### src/rtl/vga_pixel_out_if.sv
// Pixel stream from the framebuffer reader into vga_pixel_out.
// Carries a 24-bit RGB beat with valid/ready handshake and a start-of-frame marker.
`timescale 1ns/1ps
interface vga_pixel_out_if;
   logic [23:0] pix_data;    // {R[23:16], G[15:8], B[7:0]}
   logic        pix_sop;     // beat is pixel (0,0) of a frame
   logic        pix_valid;
   logic        pix_ready;   // beat consumed this cycle

   modport master (output pix_data, output pix_sop, output pix_valid, input pix_ready);
   modport slave  (input pix_data, input pix_sop, input pix_valid, output pix_ready);
endinterface

### src/rtl/vga_pixel_out.sv
// vga_pixel_out: 640x480@60 VGA back end driven from a 50 MHz clock with a
// divide-by-2 pixel enable. Consumes an RGB pixel stream, flags underflow and
// frame misalignment, and resynchronises on the next start-of-frame beat.
// Optional colour-bar test pattern: define VGA_TEST_PATTERN_EN.
`timescale 1ns/1ps
module vga_pixel_out #(
   parameter int H_ACTIVE = 640,
   parameter int H_FP     = 16,
   parameter int H_SYNC   = 96,
   parameter int H_BP     = 48,
   parameter int V_ACTIVE = 480,
   parameter int V_FP     = 10,
   parameter int V_SYNC   = 2,
   parameter int V_BP     = 33
) (
   input  logic                 clk,
   input  logic                 reset_n,
   vga_pixel_out_if.slave       pix,
`ifdef VGA_TEST_PATTERN_EN
   input  logic                 test_mode,
`endif
   input  logic                 err_clr,
   output logic                 underflow,
   output logic                 sync_err,
   output logic                 frame_start,
   output logic [7:0]           vga_r,
   output logic [7:0]           vga_g,
   output logic [7:0]           vga_b,
   output logic                 vga_clk,
   output logic                 vga_hs,
   output logic                 vga_vs,
   output logic                 vga_blank_n,
   output logic                 vga_sync_n
);

   localparam int H_TOTAL = H_ACTIVE + H_FP + H_SYNC + H_BP;
   localparam int V_TOTAL = V_ACTIVE + V_FP + V_SYNC + V_BP;
   localparam int HW      = $clog2(H_TOTAL);
   localparam int VW      = $clog2(V_TOTAL);

   localparam logic [HW-1:0] H_LAST = HW'(H_TOTAL - 1);
   localparam logic [HW-1:0] H_ACT  = HW'(H_ACTIVE);
   localparam logic [HW-1:0] HS_BEG = HW'(H_ACTIVE + H_FP);
   localparam logic [HW-1:0] HS_END = HW'(H_ACTIVE + H_FP + H_SYNC);
   localparam logic [VW-1:0] V_LAST = VW'(V_TOTAL - 1);
   localparam logic [VW-1:0] V_ACT  = VW'(V_ACTIVE);
   localparam logic [VW-1:0] VS_BEG = VW'(V_ACTIVE + V_FP);
   localparam logic [VW-1:0] VS_END = VW'(V_ACTIVE + V_FP + V_SYNC);

   typedef enum logic {
      SYNC_WAIT = 1'b0,
      RUN       = 1'b1
   } state_t;

   state_t          state_q, state_d;
   logic            pen_q;
   logic [HW-1:0]   hcnt_q;
   logic [VW-1:0]   vcnt_q;
   logic            active, at_origin, hs_d, vs_d;
   logic [23:0]     rgb_d;
   logic            set_uf, set_se;

   assign active     = (hcnt_q < H_ACT) && (vcnt_q < V_ACT);
   assign at_origin  = (hcnt_q == '0) && (vcnt_q == '0);
   assign hs_d       = !((hcnt_q >= HS_BEG) && (hcnt_q < HS_END));
   assign vs_d       = !((vcnt_q >= VS_BEG) && (vcnt_q < VS_END));
   assign vga_sync_n = 1'b0;

`ifdef VGA_TEST_PATTERN_EN
   localparam logic [HW-1:0] BAR_W = HW'(H_ACTIVE / 8);
   logic [2:0]  bar_idx;
   logic [23:0] bar_rgb;
   assign bar_idx = 3'(hcnt_q / BAR_W);
   assign bar_rgb = {{8{bar_idx[2]}}, {8{bar_idx[1]}}, {8{bar_idx[0]}}};
`endif

   // Pixel enable and raster counters; counters only move on slots.
   always_ff @(posedge clk or negedge reset_n) begin
      if (!reset_n) begin
         pen_q  <= 1'b0;
         hcnt_q <= '0;
         vcnt_q <= '0;
      end else begin
         pen_q <= ~pen_q;
         if (pen_q) begin
            if (hcnt_q == H_LAST) begin
               hcnt_q <= '0;
               vcnt_q <= (vcnt_q == V_LAST) ? '0 : vcnt_q + 1'b1;
            end else begin
               hcnt_q <= hcnt_q + 1'b1;
            end
         end
      end
   end

   // Stream state register.
   always_ff @(posedge clk or negedge reset_n) begin
      if (!reset_n) state_q <= SYNC_WAIT;
      else          state_q <= state_d;
   end

   // Next state, ready, pixel selection and error detection.
   always_comb begin
      state_d       = state_q;
      pix.pix_ready = 1'b0;
      rgb_d         = '0;
      set_uf        = 1'b0;
      set_se        = 1'b0;
`ifdef VGA_TEST_PATTERN_EN
      if (test_mode) begin
         // Stream is ignored; leaving test mode always resynchronises.
         state_d = SYNC_WAIT;
         if (active) rgb_d = bar_rgb;
      end else
`endif
      begin
         unique case (state_q)
            SYNC_WAIT: begin
               if (pix.pix_valid) begin
                  if (!pix.pix_sop) begin
                     pix.pix_ready = 1'b1;
                  end else if (pen_q && at_origin) begin
                     pix.pix_ready = 1'b1;
                     rgb_d         = pix.pix_data;
                     state_d       = RUN;
                  end
               end
            end
            RUN: begin
               if (pen_q && active) begin
                  if (!pix.pix_valid) begin
                     set_uf  = 1'b1;
                     state_d = SYNC_WAIT;
                  end else if (pix.pix_sop != at_origin) begin
                     // sop off-origin, or a non-sop beat at the origin
                     set_se  = 1'b1;
                     state_d = SYNC_WAIT;
                  end else begin
                     pix.pix_ready = 1'b1;
                     rgb_d         = pix.pix_data;
                  end
               end
            end
            default: state_d = SYNC_WAIT;
         endcase
      end
   end

   // VGA output registers; colour and sync update on slots only.
   always_ff @(posedge clk or negedge reset_n) begin
      if (!reset_n) begin
         {vga_r, vga_g, vga_b} <= '0;
         vga_hs      <= 1'b1;
         vga_vs      <= 1'b1;
         vga_blank_n <= 1'b0;
         vga_clk     <= 1'b0;
         frame_start <= 1'b0;
      end else begin
         vga_clk     <= pen_q;
         frame_start <= pen_q && at_origin;
         if (pen_q) begin
            {vga_r, vga_g, vga_b} <= rgb_d;
            vga_hs      <= hs_d;
            vga_vs      <= vs_d;
            vga_blank_n <= active;
         end
      end
   end

   // Sticky error flags; a new error beats a simultaneous clear.
   always_ff @(posedge clk or negedge reset_n) begin
      if (!reset_n) begin
         underflow <= 1'b0;
         sync_err  <= 1'b0;
      end else begin
         underflow <= set_uf | (underflow & ~err_clr);
         sync_err  <= set_se | (sync_err & ~err_clr);
      end
   end

endmodule

### src/flat_wrapper.sv
// flat-port wrapper written by rule: the top's interface ports become plain ports
module vga_pixel_out_flat 
#(
   parameter int H_ACTIVE = 640,
   parameter int H_FP     = 16,
   parameter int H_SYNC   = 96,
   parameter int H_BP     = 48,
   parameter int V_ACTIVE = 480,
   parameter int V_FP     = 10,
   parameter int V_SYNC   = 2,
   parameter int V_BP     = 33
)
  (clk, reset_n, err_clr, underflow, sync_err, frame_start, vga_r, vga_g, vga_b, vga_clk, vga_hs, vga_vs, vga_blank_n, vga_sync_n, pix_pix_data, pix_pix_sop, pix_pix_valid, pix_pix_ready);
  vga_pixel_out_if pix_i ();
  input  logic clk;
  input  logic reset_n;
  input  logic err_clr;
  output logic underflow;
  output logic sync_err;
  output logic frame_start;
  output logic [7:0] vga_r;
  output logic [7:0] vga_g;
  output logic [7:0] vga_b;
  output logic vga_clk;
  output logic vga_hs;
  output logic vga_vs;
  output logic vga_blank_n;
  output logic vga_sync_n;
  input wire logic [$bits(pix_i.pix_data)-1:0] pix_pix_data;
  input wire logic [$bits(pix_i.pix_sop)-1:0] pix_pix_sop;
  input wire logic [$bits(pix_i.pix_valid)-1:0] pix_pix_valid;
  output wire logic [$bits(pix_i.pix_ready)-1:0] pix_pix_ready;
  assign pix_i.pix_data = pix_pix_data;
  assign pix_i.pix_sop = pix_pix_sop;
  assign pix_i.pix_valid = pix_pix_valid;
  assign pix_pix_ready = pix_i.pix_ready;
  vga_pixel_out #(.H_ACTIVE(H_ACTIVE), .H_FP(H_FP), .H_SYNC(H_SYNC), .H_BP(H_BP), .V_ACTIVE(V_ACTIVE), .V_FP(V_FP), .V_SYNC(V_SYNC), .V_BP(V_BP)) u_core (.clk(clk), .reset_n(reset_n), .pix(pix_i), .err_clr(err_clr), .underflow(underflow), .sync_err(sync_err), .frame_start(frame_start), .vga_r(vga_r), .vga_g(vga_g), .vga_b(vga_b), .vga_clk(vga_clk), .vga_hs(vga_hs), .vga_vs(vga_vs), .vga_blank_n(vga_blank_n), .vga_sync_n(vga_sync_n));
endmodule
### config.mk
export PLATFORM = sky130hd
export DESIGN_NAME = vga_pixel_out_flat
export DESIGN_NICKNAME = d
export VERILOG_FILES = /design/src/rtl/vga_pixel_out_if.sv /design/src/rtl/vga_pixel_out.sv /design/src/flat_wrapper.sv
export SDC_FILE = /design/constraint.sdc
export NUM_CORES = 1
export LEC_CHECK = 0
export CELL_PAD_IN_SITES_DETAIL_PLACEMENT = 0
export CELL_PAD_IN_SITES_GLOBAL_PLACEMENT = 1
export CORE_MARGIN = 2
export CORE_UTILIZATION = 42
export CTS_CLUSTER_DIAMETER = 200
export CTS_CLUSTER_SIZE = 25
export DETAILED_ROUTE_END_ITERATION = 8
export MAX_ROUTING_LAYER = met4
export PLACE_DENSITY_LB_ADDON = 0.3
export REMOVE_ABC_BUFFERS = 1
export SLEW_MARGIN = 20
export SYNTH_ARGS = -nofsm -noshare
export SYNTH_HDL_FRONTEND = slang
export SYNTH_SLANG_ARGS = --single-unit
### constraint.sdc
create_clock -name clk -period 3.5 [get_ports clk]
set_input_delay 0.525 -clock clk [delete_from_list [all_inputs] [get_ports clk]]
set_output_delay 0.525 -clock clk [all_outputs]
set_load 0.02 [all_outputs]
==> metrics.yaml <==
floorplan:
  die_area_sq_um: 7280
  fp.dieH_microns: 85.3
  coreArea_sq_um: 6390
  die_x_microns: 85.3
  start_util: 0.435
  ios: 62
  num_rows: 29
global_routing:
  overflow: 0
  grt_max_degree: 36
  grt_pass1_wl_mm: 10.2
  grt_util_all_layers: 0.180
  grt_pass1_vias: 2074
  antenna_found_initial: 0
routing:
  drt_iter0_markers: 55
  vias: 2109
  post_drt_via_cell_ratio: 5.55
  ant_nets: 0
  drc: 0
  wl_mm: 6.14
  dr.pass1.iters: 4
  avgRoutedWirePerCell_microns: 16.2
run_status:
  status: "complete, no violations"
cts:
  htreeDepth: 2
  numCtsBuffers: 5
  ctsHoldBuffers: 0
  cts_tree: "done"
  cts.clk_slew.worst_paths_ns: 0.09
  post_cts_resized: 0
  cts-root-buf: "clkbuf_8"
  cts.sinks: 53
  clk_path_buf_depth: 2
  post_cts_buffers: 0
  clkLatencyLatePin_ns: 0.30
synthesis:
  post_synth_num_cell_types: 46
  avgSynthCellArea_sq_um: 11.1
  synth_flop_cell: "dfrtp_1"
  synth_edf_count: 0
  synthesis.area_sq_um: 2780
  netlist_instances: 251
  synthTopCellsByArea: "dfrtp_1 46%, mux2i_1 9.4%, a31oi_2 9.0%"
  yosysWarnings: 0
  synth.largest_area_cell: "dfrtp_1"
  synth-seq-cells: 53
  synth_seq_area_share: 0.479
  synth.most_common_cell: "dfrtp_1"
  async_reset_ff_frac: 1.00
  synth_top_area_share: 0.460
  synth_common_cells: "51 x dfrtp_1, 26 x mux2i_1, 20 x a31oi_2, 18 x nand2_1, 12 x inv_1"
placed_design:
  hpwl_mm: 4.30
  routabilityCongestion: 0.853
  dp.cells: 372
  placement.io_buffers: 60
finish:
  final_cells: 380
  num_antenna_cells: 0
  fillers: 581
  area_delta_synth_final_pct: 25.6
  drive_gt1_frac: 0.135
  fin_nets: 335
  fin_util: 0.546
pwr:
  total_power_uw: 1010
  max-vdd-ir-drop_v: 0.000144
  power.density_nw_per_um2: 290
  p_leak_uw: 0.00157
worst_setup_path:
  worst-path-max-fanout: 6
  cp-end-kind: "output port"
  worstPathArrival_ns: 2.75
  crit_type: "flip-flop to output port"
  rr_worst_depth: 7
  worstPathRequired_ns: 2.97
  cp-start-kind: "flip-flop"
timing:
  tightest_slew_ns: 0.794
  fin_crit_ns: 3.27
  min_period_over_period: 0.935
  fmax_mhz: 306
  slew_headroom: 0.471
  fin_skew_ns: 0.00825
  rsz0062_at_grt: "false"
  setup_tns_ns: 0
  setup_violations: 0
  maxSlewViolCount: 0
  hold_viol_final: 0
worst_hold_path:
  hold_path_class: "input port to async pin"
run:
  drv_cap: 0
==> cell usage in the layout, fill, tap and decap left out, types with 3 or more instances in the layout <==
cell | synthesis | layout
nor3_1 | 4 | 4
xnor2_1 | 6 | 6
ha_1 | 4 | 4
nand4_1 | 6 | 6
buf_4 | 1 | 5
nand3_1 | 8 | 8
inv_1 | 12 | 12
nand2_1 | 18 | 18
a31oi_2 | 20 | 20
clkbuf_8 | 0 | 5
mux2i_1 | 26 | 26
a31oi_1 | 9 | 9
nor2_1 | 8 | 8
a21oi_1 | 3 | 3
nor4_1 | 7 | 7
dfrtp_1 | 51 | 50
clkdlybuf4s50_1 | 0 | 59
xor2_1 | 5 | 5
o21ai_0 | 10 | 10
and3_1 | 3 | 3
==> registers in the layout (all words and copies together), names as in the netlist <==
signal	cells
u_core.sync_err	1
u_core.pen_q	1
u_core.vga_clk	1
u_core.underflow	1
u_core.vcnt_q	10
u_core.vga_r	8
u_core.vga_blank_n	1
u_core.vga_b	8
u_core.frame_start	1
u_core.state_q	1
u_core.vga_vs	1
u_core.hcnt_q	10
u_core.vga_g	8
u_core.vga_hs	1
==> worst max-delay path, stage by stage (launching register included) <==
cell	delay [ns]
dfrtp_1	0.44
inv_1	0.08
ha_1	0.13
nor2b_1	0.34
nand3_1	0.25
or2_2	0.36
o311a_1	0.29
clkdlybuf4s50_1	0.55
==> power by group <==
group           switching, uW  internal, uW
Sequential     0.000000000287           612
Combinational            27.1          35.0
Clock                     198           139
==> final cells by class <==
class,count,area (sq um),area share
Clock buffer,6,72.6,0.0208
Clock inverter,2,10.0,0.00287
Inverter,12,45.0,0.0129
Multi-Input combinational cell,165,1300,0.373
Sequential cell,53,1330,0.381
Tap cell,77,96.3,0.0276
Timing Repair Buffer,65,633,0.181
==> metal layers <==
layer	GRT usage	routed length [microns]
met1	0.252	2960
met2	0.263	2890
met3	0.0321	197
met4	0.0635	87
met5	-	0
==> worst paths after layout <==
path,slack [ns],to,from
min,0.31,u_core.vga_b[3]$_DFFE_PN0P_,reset_n
max in group asynchronous,2.39,u_core.vga_hs$_DFFE_PN1P_,reset_n
max reg2reg,0.89,u_core.vga_b[7]$_DFFE_PN0P_,u_core.vcnt_q[0]$_DFFE_PN0P_
min reg2reg,0.49,u_core.vga_hs$_DFFE_PN1P_,u_core.vga_hs$_DFFE_PN1P_
max,0.23,pix_pix_ready,u_core.vcnt_q[0]$_DFFE_PN0P_
min in group clk,0.49,u_core.vga_hs$_DFFE_PN1P_,u_core.vga_hs$_DFFE_PN1P_
==> kinds of logic (layout without fill, tap and decap cells) <==
kind of cell / Yosys count / after routing / synth area share
AND/OR/NAND/NOR: 69 / 69 / 0.144
AO/OA/AOI/OAI: 54 / 54 / 0.174
flip-flops: 53 / 53 / 0.479
buffers and inverters: 33 / 85 / 0.0563
multiplexers: 26 / 26 / 0.0937
XOR/XNOR: 11 / 11 / 0.0347
adder cells (fa/ha/maj): 4 / 4 / 0.0180
other: 1 / 1 / 0.00135
==> stage by stage <==
step	worst slack, ns	instance area [sq um]	hold WS, ns
after detailed placement	0.588	3410	0.479
after global placement	0.629	3410	0.485
final	0.227	3490	0.306
after floorplan	0.540	2670	0.229
after CTS	0.255	3490	0.334
after global routing	0.0910	3490	0.376
Power figures use the tool's default switching activity.
